==> src/rtl/frame_downsampler_pkg.sv <==
// Constants and FSM encoding shared by the frame loader, downsampler and TX reader.
`timescale 1ns/1ps
package frame_downsampler_pkg;

   localparam int IMG_W  = 512;
   localparam int PIX_W  = 8;
   localparam int SRC_AW = 2 * $clog2(IMG_W);
   localparam int DST_AW = 2 * $clog2(IMG_W / 2);

   typedef enum logic [2:0] {
      ST_IDLE  = 3'd0,
      ST_READ  = 3'd1,
      ST_DRAIN = 3'd2,
      ST_WRITE = 3'd3,
      ST_DONE  = 3'd4
   } fd_state_t;

endpackage

==> src/rtl/frame_downsampler_avg4_acc.sv <==
// Four-tap pixel accumulator with clear/add and a round-half-up divide-by-4 result.
`timescale 1ns/1ps
module avg4_acc #(
   parameter int PIX_W = 8
) (
   input  logic             clk,
   input  logic             rst_n,
   input  logic             clr,
   input  logic             add_en,
   input  logic [PIX_W-1:0] din,
   output logic [PIX_W-1:0] avg
);

   // Two guard bits: 4*max + 2 still fits.
   logic [PIX_W+1:0] acc;
   logic [PIX_W+1:0] acc_rnd;

   always_ff @(posedge clk or negedge rst_n) begin
      if (!rst_n) begin
         acc <= '0;
      end else if (clr) begin
         acc <= '0;
      end else if (add_en) begin
         acc <= acc + {2'b00, din};
      end
   end

   assign acc_rnd = acc + (PIX_W + 2)'(2);
   assign avg     = acc_rnd[PIX_W+1:2];

endmodule

==> src/rtl/frame_downsampler.sv <==
// Reads a stored IMG_W x IMG_W frame, averages each 2x2 block and writes the half-size frame.
`timescale 1ns/1ps
module frame_downsampler #(
   parameter int IMG_W  = frame_downsampler_pkg::IMG_W,
   parameter int PIX_W  = frame_downsampler_pkg::PIX_W,
   parameter int SRC_AW = 2 * $clog2(IMG_W),
   parameter int DST_AW = 2 * $clog2(IMG_W / 2)
) (
   input  logic              clk,
   input  logic              rst_n,
   input  logic              start,
   output logic [SRC_AW-1:0] src_addr,
   input  logic [PIX_W-1:0]  src_data,
   output logic [DST_AW-1:0] dst_addr,
   output logic [PIX_W-1:0]  dst_data,
   output logic              dst_wen,
   output logic              busy,
   output logic              done
);

   import frame_downsampler_pkg::*;

   localparam int CW = $clog2(IMG_W) - 1;

   fd_state_t      state;
   fd_state_t      state_nx;
   logic [CW-1:0]  ox;
   logic [CW-1:0]  oy;
   logic [1:0]     k;
   logic           start_q;
   logic           start_armed;
   logic           start_edge;
   logic           last_pix;
   logic           acc_clr;
   logic           acc_add;
   logic [PIX_W-1:0] avg;

   // start_armed stays low until start has been seen low, so a level already
   // high when reset releases never counts as an edge.
   assign start_edge = start & ~start_q & start_armed;
   assign last_pix   = (&ox) & (&oy);

   always_ff @(posedge clk or negedge rst_n) begin
      if (!rst_n) begin
         start_q     <= 1'b0;
         start_armed <= 1'b0;
      end else begin
         start_q     <= start;
         start_armed <= start_armed | ~start;
      end
   end

   always_ff @(posedge clk or negedge rst_n) begin
      if (!rst_n) begin
         state <= ST_IDLE;
      end else begin
         state <= state_nx;
      end
   end

   always_comb begin
      state_nx = state;
      case (state)
         ST_IDLE:  if (start_edge) state_nx = ST_READ;
         ST_READ:  if (k == 2'd3) state_nx = ST_DRAIN;
         ST_DRAIN: state_nx = ST_WRITE;
         ST_WRITE: state_nx = last_pix ? ST_DONE : ST_READ;
         ST_DONE:  if (!start) state_nx = ST_IDLE;
         default:  state_nx = ST_IDLE;
      endcase
   end

   always_ff @(posedge clk or negedge rst_n) begin
      if (!rst_n) begin
         ox <= '0;
         oy <= '0;
         k  <= '0;
      end else begin
         case (state)
            ST_IDLE: begin
               if (start_edge) begin
                  ox <= '0;
                  oy <= '0;
                  k  <= '0;
               end
            end
            ST_READ: k <= k + 2'd1;
            ST_WRITE: begin
               k <= '0;
               if (!last_pix) begin
                  ox <= ox + 1'b1;
                  if (&ox) oy <= oy + 1'b1;
               end
            end
            default: ;
         endcase
      end
   end

   // Tap address is the block base plus {k[1]*IMG_W + k[0]}, which for a
   // power-of-two width is just bit insertion.
   always_comb begin
      src_addr = '0;
      dst_addr = '0;
      dst_data = '0;
      dst_wen  = 1'b0;
      if (state == ST_READ) src_addr = {oy, k[1], ox, k[0]};
      if (state == ST_WRITE) begin
         dst_addr = {oy, ox};
         dst_data = avg;
         dst_wen  = 1'b1;
      end
   end

   assign busy    = (state == ST_READ) || (state == ST_DRAIN) || (state == ST_WRITE);
   assign done    = (state == ST_DONE);
   assign acc_clr = ((state == ST_IDLE) && start_edge) || (state == ST_WRITE);
   assign acc_add = ((state == ST_READ) && (k != 2'd0)) || (state == ST_DRAIN);

   avg4_acc #(
      .PIX_W (PIX_W)
   ) u_avg4_acc (
      .clk    (clk),
      .rst_n  (rst_n),
      .clr    (acc_clr),
      .add_en (acc_add),
      .din    (src_data),
      .avg    (avg)
   );

endmodule

==> config.mk <==
export PLATFORM = sky130hd
export DESIGN_NAME = frame_downsampler
export DESIGN_NICKNAME = d
export VERILOG_FILES = /design/src/rtl/frame_downsampler_pkg.sv /design/src/rtl/frame_downsampler_avg4_acc.sv /design/src/rtl/frame_downsampler.sv
export SDC_FILE = /design/constraint.sdc
export NUM_CORES = 1
export LEC_CHECK = 0
export BUFFER_PORTS_ARGS = -buffer_cell sky130_fd_sc_hd__buf_2
export CORE_ASPECT_RATIO = 1.75
export CORE_MARGIN = 2
export CORE_UTILIZATION = 45
export CTS_CLUSTER_DIAMETER = 50
export DETAILED_ROUTE_END_ITERATION = 10
export GPL_ROUTABILITY_DRIVEN = 1
export PLACE_DENSITY = 0.68
export SLEW_MARGIN = 20
export SYNTH_ARGS = -nofsm -noshare
export SYNTH_HDL_FRONTEND = slang
export SYNTH_SLANG_ARGS = --single-unit
==> constraint.sdc <==
create_clock -name clk -period 2 [get_ports clk]
set_input_delay 0.3 -clock clk [delete_from_list [all_inputs] [get_ports clk]]
set_output_delay 0.3 -clock clk [all_outputs]
set_load 0.02 [all_outputs]
==> results of run 1 <==
==> per-stage QoR <==
| stage | setup TNS [ns] | total power [W] | util, % | instance area, um^2 | std cells |
|---|---|---|---|---|---|
| floorplan | 0 | 0.00308 | - | 2440 | 292 |
| global placement | 0 | 0.00388 | 54.6 | 2870 | 409 |
| detailed placement | -0.0370 | 0.00394 | 54.6 | 2870 | 409 |
| CTS | 0 | 0.00450 | 56.8 | 2980 | 418 |
| global route | -0.0778 | 0.00495 | 57.5 | 3020 | 418 |
| finish | 0 | 0.00455 | 57.5 | 3020 | 418 |
==> final cells by class <==
| class | instances | area (um^2) |
|---|---|---|
| Fill cell | 501 | 2240 |
| Multi-Input combinational cell | 236 | 1560 |
| Sequential cell | 33 | 826 |
| Timing Repair Buffer | 75 | 434 |
| Clock buffer | 7 | 86.3 |
| Tap cell | 55 | 68.8 |
| Inverter | 12 | 47.5 |
==> worst min path at each step <==
stage	to	depth (start not counted)	slack, ns
floorplan	k[0]	0	0.004
global placement	u_avg4_acc.acc[5]	1	0.41
detailed placement	u_avg4_acc.acc[5]	1	0.42
CTS	oy[5]	1	0.11
global route	oy[4]	1	0.14
finish	oy[4]	1	0.08
==> per-layer routing <==
metal | up-vias | part of all wire (%)
met1 | 1115 | 40
met2 | 53 | 55
met3 | 5 | 3.5
met4 | 0 | 1.3
li1 | 1163 | -
met5 | - | 0
==> registers in the layout, indices dropped and copies added (netlist names) <==
name            cells
start_armed         1
u_avg4_acc.acc     10
k                   2
state               3
ox                  8
oy                  8
start_q             1
==> cells in the mapped netlist, types with 2 or more instances <==
cell      count  area share [%]
xnor2_1       5             1.8
a21oi_2       2            0.72
and2_1       36             9.2
xor2_1        7             2.5
nand4_1       2            0.51
o22ai_1       4             1.0
o32ai_1       2            0.72
o21ai_0      10             2.0
a31oi_1       2            0.51
nor3_1        8             1.6
inv_2         2            0.31
nand3_1      14             2.9
a22o_1        2            0.72
o21a_1        3            0.92
o21bai_1      2            0.61
inv_1        10             1.5
and3_1        9             2.3
a21oi_1       9             1.8
ha_1         13             6.7
a32o_1        2            0.82
nor2_1       25             3.8
o21ai_1      16             3.3
nand2_1      28             4.3
dfrtp_1      33              34
clkbuf_1      5            0.77
nand2b_1      4             1.0
buf_2         5             1.0
or4_1         2            0.61
nor2b_1       2            0.51
or3_1         2            0.51
a211oi_1      2            0.61
==> worst max-delay path: stages (launching register included) <==
cell,delay (ns)
dfrtp_1,0.38
ha_2,0.18
inv_2,0.05
fa_2,0.19
nor2b_1,0.06
o31a_1,0.29
o21a_1,0.17
or3_1,0.30
a32o_1,0.23
==> kinds of logic (layout without fill, tap and decap cells) <==
group / after synthesis / after routing / share of synthesized area [%]
compound gates: 64 / 64 / 17.2
simple gates: 143 / 143 / 31.7
mux: 3 / 3 / 1.43
flops: 33 / 33 / 33.8
buf+inv: 23 / 94 / 4.09
xor+xnor: 12 / 12 / 4.30
fa+ha+maj: 14 / 14 / 7.47
==> power groups by stage <==
stage	Combinational, W	Sequential, W	Clock (W)
floorplan	0.00191	0.00117	0
global placement	0.00267	0.00120	0
detailed placement	0.00273	0.00120	0
CTS	0.00279	0.00119	0.000524
global route	0.00315	0.00124	0.000556
finish	0.00284	0.00120	0.000512
==> repair_timing <==
action                     in CTS  in global routing
buffers inserted                2                  0
pin swaps                       1                  4
gates cloned                    0                  0
hold endpoints to repair        0                  0
setup endpoints to repair      22                 30
resized for setup               7                 10
==> impl_results.md, run 1 <==
* Largest net degree at the start of global routing at 34
* Critical Path Sink: u_avg4_acc.acc[6]
* Vias per cell at approximately 5.6
* Max clock buf depth at 2
* Least-Margin Pin Slew at roughly 0.75 ns
* Initial Util at between 40 and 50%
* Final WS setup at 0.0292 ns
* Worst skew pair latency at slightly below 0.3 ns
* Setup CP Type: flip-flop to flip-flop
* Routing usage on met3 at ~3.3%
* Hold buffers post-CTS at 0
* Met2 Track Usage GR at ~39%
* Inserted Clock Buffers at 5
* Worst Hold Class: input pin to async pin
* Vias in the first global route at around 2,200
* Core area at 5260 um^2
* Clock transition at path regs at roughly 0.07 ns
* CP Capture Type: flip-flop
* Final setup fails at 0
* Switch Pwr at around 0.0021 W
* WP data arrival at 2.14 ns
* RePlAce Congestion at between 0.8 and 0.9
* H-Tree Depth at 2
* Number of synthesized flops with an enable pin at 0
* CTS tree: done
* R2R Setup Slk at 0.03 ns
* Relative slew slack at 49.8%
* # DRC at 0
* Yosys reg bits at 33
* PortBufs at 55
* Fin Hold WS at roughly 0.08 ns
* Final wirelength at between 6000 and 7000 um
* Post-DRT Antenna Nets at 0
* Timing-limited maximum frequency at ~0.51 GHz
* Max-cap violations at 0
* Top FF cell, synth: dfrtp_1
* R2r startpoint: u_avg4_acc.acc[0]
* Commonest non-fill, non-tap cell in the layout: buf_2
* First DRT Iteration DRCs at about 140
* Int Pwr at roughly 0.0024 W
* Num rows at 35
* Startpoint types: flip-flop
* Ratio of final minimum period to clock period at between 90% and 100%
* Die X at between 50 and 60 um
* Boundary Pins at 56
* Placed wire-length estimate at around 4600 um
* Nets at around 390
* Max VDD drop at between 0.0006 and 0.0007 V
* Post-Syn Nets at about 320
* Share of layout cells above drive strength 1 at 28.1%
* Pre-antenna DRT Iters at 4
* Root buf cell: clkbuf_8
* Die area at just over 6000 um^2
* Switching Fraction at between 40% and 50%
* CTS Sinks at 33
* Total grt overflow at 0
* Clock skew at slightly below 0.009 ns
* Sequential fraction of the synthesis area at about a third
* Vias at around 2,300
* Power per cell area at ~1500 nW/um^2
* Status: completed
* Die Height at 102 um
* Synthesized instance count at around 300
* Reg2reg end: u_avg4_acc.acc[6]
* Final Max Tran Viols at 0
* First-pass GRT wire length at 9960 um
* Post-Syn Area at 2440 um^2
* CP Launch Point: u_avg4_acc.acc[0]
* Count of cell types in the netlist at 55
* Ys Warns at 0
* Logic pwr share at a little over 60%
* Async SR Flop Fraction at 100%
* GR peak layer: met2
* Commonest non-fill, non-tap cells in the layout: 53 x buf_2, 36 x and2_1, 33 x dfrtp_1, 28 x nand2_1, 25 x nor2_1
* GRT Util Overall at a little over a fifth
* CP required at 2.17 ns
* Flop pwr share at 26.4%
* Routed len/inst at between 10 and 15 um
* Min Clock Period, post-route at between 1.5 and 2 ns
* Avg Cell Area, Syn at approximately 8.4 um^2
* Antenna violations before repair at 0
* Antenna cells at 0
* Clk pwr share at approximately 11%
* Post-Place Setup Slack at -0.0370 ns
* Crit Path Max Fanout at 2
* Area grow syn2layout at 23.5%
* Leak at 1.45 nW
* Final hold vios at 0
* Met1 global-route usage at between 20% and 30%
* Reg2Reg Depth at 8
* RSZ-0062 raised after global routing: yes
Power figures use the tool's default switching activity.
==> inputs of run 2 (changes only) <==
--- a/config.mk
+++ b/config.mk
@@ -13,6 +13,7 @@
 export DETAILED_ROUTE_END_ITERATION = 10
 export GPL_ROUTABILITY_DRIVEN = 1
 export PLACE_DENSITY = 0.68
+export SKIP_CTS_REPAIR_TIMING = 1
 export SLEW_MARGIN = 20
 export SYNTH_ARGS = -nofsm -noshare
 export SYNTH_HDL_FRONTEND = slang
==> constraint.sdc (replaced) <==
create_clock -name clk -period 1.7 [get_ports clk]
set_input_delay 0.255 -clock clk [delete_from_list [all_inputs] [get_ports clk]]
set_output_delay 0.255 -clock clk [all_outputs]
set_load 0.02 [all_outputs]
==> impl_results.md, run 2 (synthesized netlist as in run 1, its figures left out) <==
* Post-Place Setup Slack at -0.288 ns (-0.251 ns)
* Leak at 1.81 nW (+25%)
* Power per cell area at 1860 nW/um^2 (+23%)
* Max VDD drop at 0.000885 V (+37%)
* Timing-limited maximum frequency at 0.506 GHz (-0.27%)
* Post-DRT Antenna Nets at 0 (unchanged)
* Final WS setup at -0.276 ns (-0.305 ns)
* CTS tree: done
* Max stage delay on crit path at 0.38 ns (about the same)
* Vias per cell at 5.58 (about the same)
* Placed cells at 439 (+7.3%)
* RSZ-0062 raised after global routing: yes
* Delay-heaviest family, CP: compound AO/OA/AOI/OAI gates
* Clock skew at 0.00668 ns (-0.00221 ns)
* RePlAce Congestion at 0.878 (-0.62%)
* Startpoint types: flip-flop
* Routed len/inst at 16.5 um (+11%)
* Pre-antenna DRT Iters at 4 (unchanged)
* Share of layout cells above drive strength 1 at 49.6% (+22 points)
* Final wirelength at 7660 um (+24%)
* Failing checks: setup timing
* WP data arrival at 2.14 ns (about the same)
* Num rows at 35 (unchanged)
* CP Cell Sequence: ha_2 -> inv_2 -> fa_2 -> nor2b_2 -> o31a_1 -> o21a_1 -> or3_1 -> a32o_1
* CP required at 1.87 ns (-0.30 ns)
* Final Max Tran Viols at 0 (unchanged)
* CP Capture Type: flip-flop
* First DRT Iteration DRCs at 122 (-13%)
* Fin Hold WS at 0.00301 ns (-0.0768 ns)
* # DRC at 0 (unchanged)
* Max clock buf depth at 2 (unchanged)
* Final setup fails at 27 (+27)
* Relative slew slack at 71.4% (+22 points)
* Largest regs: u_avg4_acc.acc (10), ox (8), oy (8)
* Total grt overflow at 0 (unchanged)
* Die area at 6060 um^2 (unchanged)
* Worst Hold Class: input pin to async pin
* Worst path buffer plus inverter count at 1 (unchanged)
* H-Tree Depth at 2 (unchanged)
* Die X at 59.7 um (unchanged)
* Core area at 5260 um^2 (unchanged)
* Min Clock Period, post-route at 1.98 ns (+0.00529 ns)
* Initial Util at 46.5% (unchanged)
* Commonest non-fill, non-tap cells in the layout: 57 x buf_4, 39 x buf_6, 31 x dfrtp_1, 30 x and2_4, 28 x nand2_1
* Setup CP Type: flip-flop to flip-flop
* Commonest non-fill, non-tap cell in the layout: buf_4
* Root buf cell: clkbuf_8
* Ratio of final minimum period to clock period at 116% (+18 points)
* Met2 Track Usage GR at 43.9% (+4.8 points)
* Total Power at 0.00731 W (+61%)
* Largest net degree at the start of global routing at 34 (unchanged)
* Worst skew pair latency at 0.28 ns (about the same)
* Routing usage on met3 at 2.81% (-0.51 points)
* Area grow syn2layout at 61.3%
* Max-cap violations at 0 (unchanged)
* Die Height at 102 um (unchanged)
* Least-Margin Pin Slew at 0.418 ns (-0.336 ns)
* Max reg flops at 10 (unchanged)
* Layout Cells excl Fill at 464 (+11%)
* Largest Register: u_avg4_acc.acc
* Setup TNS at -2.11 ns (-2.11 ns)
* Crit Path Max Fanout at 2 (unchanged)
* Antenna cells at 0 (unchanged)
* Vias at 2,591 (+11%)
* Antenna violations before repair at 0 (unchanged)
* Status: complete, but fails checks
* CP max stage cell: dfrtp_1
* Clock transition at path regs at 0.07 ns (about the same)
* Met1 global-route usage at 24.9% (+1.3 points)
* PortBufs at 55 (unchanged)
* First-pass GRT wire length at 10,800 um (+8.5%)
* GRT Util Overall at 23.1% (+1.6 points)
* Vias in the first global route at 2,405 (+11%)
* GR peak layer: met2
* CTS Sinks at 33 (unchanged)
* Boundary Pins at 56 (unchanged)
* Inserted Clock Buffers at 5 (unchanged)
* Placed wire-length estimate at 5020 um (+10%)
* Final hold vios at 0 (unchanged)
* Nets at 434 (+12%)
[run 2: power breakdown]
part	leakage, nW	internal [W]	total (W)	switching (W)
sequential	0.415	0.00110	0.00137	0.000275
clock	0.0443	0.000321	0.000602	0.000281
combinational	1.36	0.00281	0.00534	0.00253
[run 2: worst reg2reg max path: cells and delay by family (launching register included)]
kind / cells / cell delay (ns)
buf+inv: 1 / 0.05
flops: 1 / 0.38
compound gates: 3 / 0.69
simple gates: 2 / 0.35
fa+ha+maj: 2 / 0.38
[run 2: metal layers]
layer	vias up	part of all wire, %
li1	1262	-
met1	1264	36
met2	53	59
met3	12	2.9
met4	0	2.0
met5	-	0
[run 2: final timing paths]
| kind | to | slack, ns | depth (start not counted) | start |
|---|---|---|---|---|
| worst max-delay path | u_avg4_acc.acc[6] | -0.28 | 8 | u_avg4_acc.acc[0] |
| worst min-delay path | u_avg4_acc.acc[7] | 0.003 | 2 | rst_n |
| worst max register to register | u_avg4_acc.acc[6] | -0.28 | 8 | u_avg4_acc.acc[0] |
| worst min register to register | u_avg4_acc.acc[9] | 0.50 | 1 | u_avg4_acc.acc[9] |
| max in group asynchronous | state[0] | 1.36 | 2 | rst_n |
| min in group clk | start_q | 0.16 | 1 | start |
[run 2: cell type report]
cell class,instances,area (um^2)
Timing Repair Buffer,121,1110
Sequential cell,33,828
Multi-Input combinational cell,236,1800
Clock buffer,7,86.3
Tap cell,55,68.8
Fill cell,376,1310
Inverter,12,50.0
[run 2: stage by stage]
stage | util (%) | area, um^2
after floorplan | - | 2460
after global placement | 59.5 | 3120
after detailed placement | 59.5 | 3120
after CTS | 61.1 | 3210
after global routing | 75.0 | 3940
final | 75.0 | 3940
==> inputs of run 3 (changes only) <==
--- a/config.mk
+++ b/config.mk
@@ -9,6 +9,7 @@
 export CORE_ASPECT_RATIO = 1.75
 export CORE_MARGIN = 2
 export CORE_UTILIZATION = 45
+export CTS_BUF_LIST = sky130_fd_sc_hd__clkbuf_4 sky130_fd_sc_hd__clkbuf_8
 export CTS_CLUSTER_DIAMETER = 50
 export DETAILED_ROUTE_END_ITERATION = 10
 export GPL_ROUTABILITY_DRIVEN = 1
@@ -18,3 +19,4 @@
 export SYNTH_ARGS = -nofsm -noshare
 export SYNTH_HDL_FRONTEND = slang
 export SYNTH_SLANG_ARGS = --single-unit
+export TNS_END_PERCENT = 100
==> impl_results.md, run 3 (synthesized netlist as in run 1, its figures left out) <==
* Largest regs: u_avg4_acc.acc (10), ox (8), oy (8)
* Vias at 2,604 (+0.50%)
* Largest net degree at the start of global routing at 34 (unchanged)
* Delay-heaviest family, CP: compound AO/OA/AOI/OAI gates
* Inserted Clock Buffers at 5 (unchanged)
* Die X at 59.7 um (unchanged)
* Setup TNS at -2.02 ns (+0.0925 ns)
* First-pass GRT wire length at 10,800 um (+0.26%)
* Max VDD drop at 0.000885 V (about the same)
* CP Cell Sequence: ha_2 -> inv_2 -> fa_2 -> nor2b_2 -> o31a_1 -> o21a_1 -> or3_1 -> a32o_1
* Logic pwr share at 72.9% (about the same)
* WP data arrival at 2.14 ns (about the same)
* Post-DRT Antenna Nets at 0 (unchanged)
* Startpoint types: flip-flop
* Least-Margin Pin Slew at 0.417 ns (-0.00103 ns)
* Placed cells at 439 (unchanged)
* Total grt overflow at 0 (unchanged)
* CP Depth at 8 (unchanged)
* Final setup fails at 26 (-3.7%)
* Worst Hold Class: input pin to async pin
* Worst skew pair latency at 0.28 ns (about the same)
* GRT Util Overall at 23.2% (+0.065 points)
* Crit Path Max Fanout at 2 (unchanged)
* Fin Hold WS at 0.00324 ns (+0.000229 ns)
* Die area at 6060 um^2 (unchanged)
* Switching Fraction at 42.1% (-0.11 points)
* Final Max Tran Viols at 0 (unchanged)
* Commonest non-fill, non-tap cell in the layout: buf_4
* PortBufs at 55 (unchanged)
* Boundary Pins at 56 (unchanged)
* Failing checks: setup timing
* Flop pwr share at 18.7% (about the same)
* Vias in the first global route at 2,403 (-0.083%)
* Root buf cell: clkbuf_8
* Final wirelength at 7660 um (about the same)
* # DRC at 0 (unchanged)
* Num rows at 35 (unchanged)
* Max reg flops at 10 (unchanged)
* Initial Util at 46.5% (unchanged)
* Clock skew at 0.00672 ns (+0.0000427 ns)
* Routed len/inst at 16.5 um (about the same)
* Final hold vios at 0 (unchanged)
* Ratio of final minimum period to clock period at 116% (-0.19 points)
* Commonest non-fill, non-tap cells in the layout: 57 x buf_4, 39 x buf_6, 31 x dfrtp_1, 30 x and2_4, 28 x nand2_1
* Share of layout cells above drive strength 1 at 49.9% (+0.24 points)
* Antenna cells at 0 (unchanged)
* Largest Register: u_avg4_acc.acc
* R2r startpoint: u_avg4_acc.acc[0]
* First DRT Iteration DRCs at 130 (+6.6%)
* H-Tree Depth at 2 (unchanged)
* Relative slew slack at 71.5% (about the same)
* Layout Cells excl Fill at 464 (unchanged)
* Min Clock Period, post-route at 1.97 ns (-0.00328 ns)
* Filler Cells Inserted at 379 (+0.80%)
* Max-cap violations at 0 (unchanged)
* Final WS setup at -0.273 ns (+0.00328 ns)
* Antenna violations before repair at 0 (unchanged)
* CP max stage cell: dfrtp_1
* Int Pwr at 0.00424 W (+0.37%)
* CP Launch Point: u_avg4_acc.acc[0]
* Worst path buffer plus inverter count at 1 (unchanged)
* Power per cell area at 1860 nW/um^2 (about the same)
* CTS Sinks at 33 (unchanged)
* RePlAce Congestion at 0.878 (unchanged)
* Max stage delay on crit path at 0.38 ns (about the same)
* Reg2Reg Depth at 8 (unchanged)
* CTS tree: done
* Area grow syn2layout at 61.4% (about the same)
* Max clock buf depth at 2 (unchanged)
* Clock transition at path regs at 0.07 ns (about the same)
* Setup CP Type: flip-flop to flip-flop
* Placed wire-length estimate at 5020 um (unchanged)
* Timing-limited maximum frequency at 0.507 GHz (+0.17%)
* R2R Setup Slk at -0.27 ns (about the same)
* Switch Pwr at 0.00309 W (about the same)
* CP required at 1.87 ns (about the same)
* Vias per cell at 5.61 (+0.50%)
* CP Capture Type: flip-flop
* Nets at 434 (unchanged)
* Core area at 5260 um^2 (unchanged)
* Status: complete, but fails checks
* Leak at 1.82 nW (+0.19%)
* Clk pwr share at 8.4% (+0.2 points)
* Die Height at 102 um (unchanged)
* Pre-antenna DRT Iters at 5 (+1)
* Reg2reg end: u_avg4_acc.acc[6]
* RSZ-0062 raised after global routing: yes
* Critical Path Sink: u_avg4_acc.acc[6]
-- run 3: cell types whose count changed in the layout (fill, tap and decap cells not counted) --
| cell | before | now |
|---|---|---|
| clkbuf_1 | 1 | 0 |
| clkbuf_4 | 0 | 1 |
-- run 3: how the worst min path moves through the flow --
stage                      from           endpoint  slack, ns  cells past startpoint
after floorplan           rst_n               k[0]      -0.04                      0
after global placement    rst_n  u_avg4_acc.acc[7]       0.32                      2
after detailed placement  rst_n  u_avg4_acc.acc[7]       0.31                      2
after CTS                 rst_n              oy[2]       0.02                      2
after global routing      rst_n              oy[7]       0.03                      2
final                     rst_n              oy[2]      0.003                      2
-- run 3: per-layer routing --
layer  track usage (%)  vias up  wire [um]
li1                  -     1269          -
met1              25.1     1246       2740
met2              43.9       77       4490
met3              2.81       12        250
met4              8.21        0        180
met5                 0        -          0
-- run 3: cell type report --
type                       instances  area [um^2]  area share (%)
inverter                          12         50.0            1.27
multi-input combinational        236         1800            45.7
tap                               55         68.8            1.74
timing repair buffer             121         1110            28.1
clock buffer                       7         90.1            2.28
sequential                        33          828            21.0
-- run 3: metrics by stage --
stage / power, W / area (um^2) / utilization [%] / setup WS (ns)
6_report: 0.00733 / 3950 / 75.1 / -0.273
5_1_grt: 0.00784 / 3950 / 75.1 / -0.364
4_1_cts: 0.00572 / 3210 / 61.2 / -0.334
3_5_place_dp: 0.00510 / 3120 / 59.5 / -0.288
3_3_place_gp: 0.00500 / 3120 / 59.5 / -0.244
2_1_floorplan: 0.00364 / 2460 / - / -0.216
-- run 3: power groups by stage --
stage	Clock [W]	Combinational, W	Sequential (W)
after floorplan	0	0.00226	0.00138
after global placement	0	0.00367	0.00133
after detailed placement	0	0.00376	0.00134
after CTS	0.000620	0.00378	0.00132
after global routing	0.000652	0.00578	0.00141
final	0.000616	0.00534	0.00137
